<file path="config.mk">
export PLATFORM = sky130hd
export DESIGN_NAME = cam_stream_gen_flat
export DESIGN_NICKNAME = d
export VERILOG_FILES = /design/src/rtl/cam_stream_gen_if.sv /design/src/rtl/cam_stream_gen.sv /design/src/flat_wrapper.sv
export SDC_FILE = /design/constraint.sdc
export NUM_CORES = 1
export LEC_CHECK = 0
export ABC_AREA = 1
export ABC_CLOCK_PERIOD_IN_PS = 4350
export CORE_MARGIN = 5
export CORE_UTILIZATION = 59
export CTS_BUF_LIST = sky130_fd_sc_hd__clkbuf_4 sky130_fd_sc_hd__clkbuf_8
export DETAILED_ROUTE_END_ITERATION = 12
export PLACE_DENSITY = 0.81
export SLEW_MARGIN = 20
export SYNTH_ARGS = -nofsm -noshare
export SYNTH_HDL_FRONTEND = slang
export SYNTH_SLANG_ARGS = --single-unit
export TNS_END_PERCENT = 50
</file>
<file path="constraint.sdc">
create_clock -name CLK -period 4.35 [get_ports CLK]
set_input_delay 0.6525 -clock CLK [delete_from_list [all_inputs] [get_ports CLK]]
set_output_delay 0.6525 -clock CLK [all_outputs]
set_load 0.1 [all_outputs]
</file>
<file path="src/rtl/cam_stream_gen_if.sv">
// Camera-side stream bundle: run/pattern controls in, VSYNC/HREF-framed RGB565 bytes and status out.
// HREF acts as the byte valid: DATA is meaningful only while HREF=1. There is no ready; the consumer must take one byte per clock.
interface cam_stream_gen_if;
  logic       ENABLE;
  logic [1:0] PATTERN;
  logic       VSYNC;
  logic       HREF;
  logic [7:0] DATA;
  logic       FRAME_DONE;
  logic       BUSY;
  logic [7:0] FRAME_CNT;

  modport master (
    input  ENABLE, PATTERN,
    output VSYNC, HREF, DATA, FRAME_DONE, BUSY, FRAME_CNT
  );

  modport slave (
    output ENABLE, PATTERN,
    input  VSYNC, HREF, DATA, FRAME_DONE, BUSY, FRAME_CNT
  );
endinterface

</file>
<file path="src/rtl/cam_stream_gen.sv">
// Synthetic OV7670-style transmitter: VSYNC/VBP/LINE/BLANK/VFP framing of RGB565 test patterns, high byte first.
module cam_stream_gen #(
  parameter int H_ACTIVE  = 176,
  parameter int V_ACTIVE  = 144,
  parameter int H_BLANK   = 16,
  parameter int VSYNC_CYC = 1056,
  parameter int VBP_CYC   = 528,
  parameter int VFP_CYC   = 528
) (
  input  logic                 CLK,
  input  logic                 RESET_N,
  cam_stream_gen_if.master     bus,
  output logic [2:0]           state_dbg
);

  localparam int BYTES = 2 * H_ACTIVE;
  localparam int BW    = $clog2(BYTES);
  localparam int LW    = $clog2(V_ACTIVE + 1);
  localparam int PM0   = (VSYNC_CYC > VBP_CYC) ? VSYNC_CYC : VBP_CYC;
  localparam int PM1   = (VFP_CYC > H_BLANK) ? VFP_CYC : H_BLANK;
  localparam int PMAX  = (PM0 > PM1) ? PM0 : PM1;
  localparam int PW    = $clog2(PMAX + 1);
  localparam int BAR_W = H_ACTIVE >> 3;

  typedef enum logic [2:0] {
    S_IDLE  = 3'd0,
    S_VSYNC = 3'd1,
    S_VBP   = 3'd2,
    S_LINE  = 3'd3,
    S_BLANK = 3'd4,
    S_VFP   = 3'd5
  } state_t;

  state_t          state;
  logic [BW-1:0]   byte_cnt;
  logic [LW-1:0]   line_cnt;
  logic [PW-1:0]   porch_cnt;
  logic [1:0]      pat;
  logic            vsync, href, frame_done, busy;
  logic [7:0]      data, frame_cnt;

  // Outputs are registered, so the byte computed here is the one for the upcoming cycle.
  logic [BW-1:0]   nb;
  logic [LW-1:0]   ny;
  logic [15:0]     x16, bar, pix;
  logic [5:0]      y6;
  logic [7:0]      nbyte;

  always_comb begin
    nb  = '0;
    ny  = line_cnt;
    case (state)
      S_LINE:  nb = byte_cnt + BW'(1);
      S_BLANK: ny = line_cnt + LW'(1);
      default: ;
    endcase
    x16 = 16'(nb >> 1);
    y6  = 6'(ny);
    bar = '0;
    pix = '0;
    case (pat)
      2'd0: pix = 16'hF800;
      2'd1: pix = 16'h001F;
      2'd2: begin
        bar = x16 / 16'(BAR_W);
        if (bar > 16'd7) bar = 16'd7;
        case (bar[2:0])
          3'd0: pix = 16'hFFFF;
          3'd1: pix = 16'hFFE0;
          3'd2: pix = 16'h07FF;
          3'd3: pix = 16'h07E0;
          3'd4: pix = 16'hF81F;
          3'd5: pix = 16'hF800;
          3'd6: pix = 16'h001F;
          default: pix = 16'h0000;
        endcase
      end
      default: pix = {x16[4:0], y6, 5'b0};
    endcase
    nbyte = nb[0] ? pix[7:0] : pix[15:8];
  end

  always_ff @(posedge CLK) begin
    if (!RESET_N) begin
      state      <= S_IDLE;
      byte_cnt   <= '0;
      line_cnt   <= '0;
      porch_cnt  <= '0;
      pat        <= '0;
      vsync      <= 1'b0;
      href       <= 1'b0;
      data       <= '0;
      frame_done <= 1'b0;
      busy       <= 1'b0;
      frame_cnt  <= '0;
    end else begin
      frame_done <= 1'b0;
      case (state)
        S_IDLE: begin
          if (bus.ENABLE) begin
            state     <= S_VSYNC;
            vsync     <= 1'b1;
            busy      <= 1'b1;
            pat       <= bus.PATTERN;
            porch_cnt <= '0;
            line_cnt  <= '0;
          end
        end
        S_VSYNC: begin
          if (porch_cnt == PW'(VSYNC_CYC - 1)) begin
            state     <= S_VBP;
            vsync     <= 1'b0;
            porch_cnt <= '0;
          end else begin
            porch_cnt <= porch_cnt + PW'(1);
          end
        end
        S_VBP: begin
          if (porch_cnt == PW'(VBP_CYC - 1)) begin
            state     <= S_LINE;
            href      <= 1'b1;
            data      <= nbyte;
            byte_cnt  <= '0;
            porch_cnt <= '0;
          end else begin
            porch_cnt <= porch_cnt + PW'(1);
          end
        end
        S_LINE: begin
          if (byte_cnt == BW'(BYTES - 1)) begin
            state <= S_BLANK;
            href  <= 1'b0;
            data  <= '0;
          end else begin
            byte_cnt <= nb;
            data     <= nbyte;
          end
        end
        S_BLANK: begin
          if (porch_cnt == PW'(H_BLANK - 1)) begin
            porch_cnt <= '0;
            line_cnt  <= ny;
            if (ny == LW'(V_ACTIVE)) begin
              state      <= S_VFP;
              frame_done <= (VFP_CYC == 1);
            end else begin
              state    <= S_LINE;
              href     <= 1'b1;
              data     <= nbyte;
              byte_cnt <= '0;
            end
          end else begin
            porch_cnt <= porch_cnt + PW'(1);
          end
        end
        S_VFP: begin
          if (porch_cnt == PW'(VFP_CYC - 1)) begin
            porch_cnt <= '0;
            frame_cnt <= frame_cnt + 8'd1;
            // Back-to-back frames: VSYNC rises right after the FRAME_DONE cycle.
            if (bus.ENABLE) begin
              state    <= S_VSYNC;
              vsync    <= 1'b1;
              pat      <= bus.PATTERN;
              line_cnt <= '0;
            end else begin
              state <= S_IDLE;
              busy  <= 1'b0;
            end
          end else begin
            porch_cnt  <= porch_cnt + PW'(1);
            frame_done <= (porch_cnt == PW'(VFP_CYC - 2));
          end
        end
        default: state <= S_IDLE;
      endcase
    end
  end

  assign bus.VSYNC      = vsync;
  assign bus.HREF       = href;
  assign bus.DATA       = data;
  assign bus.FRAME_DONE = frame_done;
  assign bus.BUSY       = busy;
  assign bus.FRAME_CNT  = frame_cnt;
  assign state_dbg      = state;

endmodule

</file>
<file path="src/flat_wrapper.sv">
// flat-port wrapper written by rule: the top's interface ports become plain ports
module cam_stream_gen_flat 
#(
  parameter int H_ACTIVE  = 176,
  parameter int V_ACTIVE  = 144,
  parameter int H_BLANK   = 16,
  parameter int VSYNC_CYC = 1056,
  parameter int VBP_CYC   = 528,
  parameter int VFP_CYC   = 528
)
  (CLK, RESET_N, state_dbg, bus_ENABLE, bus_PATTERN, bus_VSYNC, bus_HREF, bus_DATA, bus_FRAME_DONE, bus_BUSY, bus_FRAME_CNT);
  cam_stream_gen_if bus_i ();
  input  logic CLK;
  input  logic RESET_N;
  output logic [2:0] state_dbg;
  input wire logic [$bits(bus_i.ENABLE)-1:0] bus_ENABLE;
  input wire logic [$bits(bus_i.PATTERN)-1:0] bus_PATTERN;
  output wire logic [$bits(bus_i.VSYNC)-1:0] bus_VSYNC;
  output wire logic [$bits(bus_i.HREF)-1:0] bus_HREF;
  output wire logic [$bits(bus_i.DATA)-1:0] bus_DATA;
  output wire logic [$bits(bus_i.FRAME_DONE)-1:0] bus_FRAME_DONE;
  output wire logic [$bits(bus_i.BUSY)-1:0] bus_BUSY;
  output wire logic [$bits(bus_i.FRAME_CNT)-1:0] bus_FRAME_CNT;
  assign bus_i.ENABLE = bus_ENABLE;
  assign bus_i.PATTERN = bus_PATTERN;
  assign bus_VSYNC = bus_i.VSYNC;
  assign bus_HREF = bus_i.HREF;
  assign bus_DATA = bus_i.DATA;
  assign bus_FRAME_DONE = bus_i.FRAME_DONE;
  assign bus_BUSY = bus_i.BUSY;
  assign bus_FRAME_CNT = bus_i.FRAME_CNT;
  cam_stream_gen #(.H_ACTIVE(H_ACTIVE), .V_ACTIVE(V_ACTIVE), .H_BLANK(H_BLANK), .VSYNC_CYC(VSYNC_CYC), .VBP_CYC(VBP_CYC), .VFP_CYC(VFP_CYC)) u_core (.CLK(CLK), .RESET_N(RESET_N), .bus(bus_i), .state_dbg(state_dbg));
endmodule
</file>
==> results.cfg <==
[run_status]
status = finished clean

[timing]
fmaxAchievable_ghz = 0.3088
skew_ps = 6.139
rsz0062_at_grt = false
min_period_ps = 3238
fin_crit_sh_pct = 74.44
relSlewSlack_pct = 32.33
setup_ws_ps = 1112
whs_ps = 465.7
tightestPinTransition_ps = 1012
tns_ps = 0
hold_viol = 0
finalMaxSlewViolations = 0
finalSetupViolations = 0

[clocking]
ctsRootBufferMaster = clkbuf_8
holdBufCountCts = 0
numCtsBuffers = 5
cts_tree = done
cts.clk_slew.worst_paths_ps = 90
clk_latency_ps = 310
cts.htree.levels = 2
clk_path_buf_depth = 2
cts_setup_buffers = 0
cts.sink_count = 53
cts-resized-gates = 0

[final_layout]
fin_nets = 558
drive_above_1_share_pct = 9.541
area_growth_pct = 12.25
antenna_cells = 0
fin_cells = 617

[global_route]
overflow = 0
grt_pass1_wl_um = 13680
antenna_found_initial = 0
grt.total_usage_pct = 21.90
grt_max_degree = 27
grt_pass1_vias = 3129

[floorplanning]
die_h_um = 85.92
ios = 28
design.core.area_um2 = 5540
std_cell_rows = 27
die_area_um2 = 7382
die-width_um = 85.92
start_util_pct = 61.38

[min_path]
hp-class = reg -> reg
min_from = u_core.bus.FRAME_CNT[7]
whs_endpoint = u_core.bus.FRAME_CNT[7]
worstHoldPathCells = 1

[routing]
first_pass_iters = 5
first_iter_violations = 185
drc = 0
via_count = 3334
wl_per_cell_um = 12.47
finalWirelength_um = 7694
viasPerCell = 5.404
ant_nets = 0

[synth]
synth_ff_type = dfxtp_1
syn-num-nets = 530
postSynthCellCount = 517
ys_types = 50
synth-seq-area-share_pct = 31.20
syn_avg_cell_area_um2 = 6.578
synth-edff-count = 0
synthTopCellsByArea = dfxtp_1 (31%), nand2_1 (11%), inv_1 (8.4%)
netlist.area_leader.share_pct = 31.20
netlist_area_um2 = 3401
ys_warn_count = 0
ys_async_sr_fraction_pct = 0
ys_seq_elements = 53
yosysTopAreaCell = dfxtp_1

[pwr]
p_per_area_nw_per_um2 = 518.4
vdd_drop_max_mv = 0.3576
p_leak_nw = 1.602

[critical_path]
regToRegSetupSlack_ps = 1110
crit_type = reg -> reg
cp_data_required_time_ps = 4560
crit_path_start_kind = flop
r2r_start = u_core.state_dbg[1]
worstPathArrival_ps = 3450
cp-end-kind = flop
reg2reg_depth = 20
worst-path-max-fanout = 12
r2r-end = u_core.bus.DATA[4]

[place]
dpl.hpwl_um = 5925
place_ws_ps = 1169
port_buffers = 27
placed_cells = 610
place_congestion = 0.9316

[job]
maxCapViolations = 0
-- cells in the final DEF, fill, tap and decap left out, types with 3 or more instances in the layout --
cell type,instances
a211oi_1,3
a21oi_1,47
clkbuf_8,5
clkdlybuf4s50_1,27
clkinv_1,3
dfxtp_1,53
ha_1,8
inv_1,76
inv_2,5
nand2_1,104
nand2_2,13
nand3_1,38
nand3_2,5
nand4_1,8
nor2_1,58
nor2_2,4
nor3_1,9
nor4_1,6
o21ai_0,25
or2_2,5
xnor2_1,6
xor2_1,4
-- logic make-up after synthesis --
| group | synth area share, % |
|---|---|
| AOI/OAI and AO/OA | 15.45 |
| buffers and inverters | 10.56 |
| xor gates and xnor gates | 2.575 |
| adders and majority gates | 2.943 |
| and+or+nand+nor | 37.27 |
| DFF | 31.20 |
-- area by class of cell --
cell class | count | area, um^2
Clock buffer | 6 | 76.32
Clock inverter | 1 | 8.758
Fill cell | 502 | 1723
Inverter | 84 | 315.3
Multi-Input combinational cell | 372 | 1981
Sequential cell | 53 | 1061
Tap cell | 72 | 90.09
Timing Repair Buffer | 29 | 285.3
-- report_power, final --
part | internal (mW) | leakage [nW] | switching [mW]
Clock | 0.118 | 0.0447 | 0.158
Sequential | 0.572 | 0.431 | 0.0846
Combinational | 0.272 | 1.13 | 0.774
Total | 0.962 | 1.60 | 1.02
-- cells in the mapped netlist, drive strengths merged (2+ instances only) --
cell type / number
clkbuf: 4
clkinv: 3
a21oi: 48
and2: 2
xnor2: 6
nand4: 9
nand3b: 2
nor3: 10
ha: 8
o21bai: 2
xor2: 4
nor2: 65
o31ai: 2
buf: 4
nand3: 43
nand2: 117
nor3b: 2
nor4: 7
a211oi: 3
or2: 5
dfxtp: 53
inv: 81
o21ai: 27
-- state kept, by name (all words and copies together) (netlist names) --
signal / flops
u_core.bus.VSYNC: 1
u_core.bus.DATA: 8
u_core.bus.HREF: 1
u_core.state_dbg: 3
u_core.line_cnt: 8
u_core.pat: 2
u_core.porch_cnt: 11
u_core.bus.FRAME_CNT: 8
u_core.bus.FRAME_DONE: 1
u_core.byte_cnt: 9
u_core.bus.BUSY: 1
-- stage by stage --
step | power (mW) | utilization [%] | cell area, um^2
global placement | 1.687 | 67.37 | 3732
detailed placement | 1.704 | 67.37 | 3732
floorplan | 1.477 | - | 3401
CTS | 1.981 | 68.90 | 3817
finish | 1.979 | 68.90 | 3817
global route | 2.123 | 68.90 | 3817
-- routing by layer --
metal / vias up / wire length (um) / share of wire, % / track usage (%)
li1: 1738 / - / - / -
met4: 0 / 91 / 1.2 / 5.755
met1: 1521 / 3664 / 48 / 28.99
met2: 64 / 3617 / 47 / 36.37
met5: - / 0 / 0 / 0
met3: 11 / 321 / 4.2 / 4.227
-- worst max-delay path: stages (launching register included) --
cell and delay, ps:
dfxtp_1 480, inv_1 130, nor3_4 400, inv_1 200, nor2_2 220, inv_2 90
nand2_2 90, ha_1 260, o21ai_4 230, nand3_2 100, nor2_2 160, nand2_1 100
and2_4 170, nor2_1 100, nor2_1 50, nand2_1 50, nand2_1 60, nand2_2 100
nand3_1 80, nand2_1 60, inv_1 40
-- worst max path at each step --
stage	startpoint	endpoint	slack [ps]	cells after the start
floorplan	u_core.state_dbg[1]	u_core.bus.DATA[3]	890	22
global placement	u_core.state_dbg[1]	u_core.bus.DATA[3]	1290	20
detailed placement	u_core.state_dbg[1]	u_core.bus.DATA[4]	1170	20
CTS	u_core.state_dbg[1]	u_core.bus.DATA[4]	1140	20
global route	u_core.state_dbg[1]	u_core.bus.DATA[3]	740	25
finish	u_core.state_dbg[1]	u_core.bus.DATA[4]	1110	20
Power figures use the tool's default switching activity.
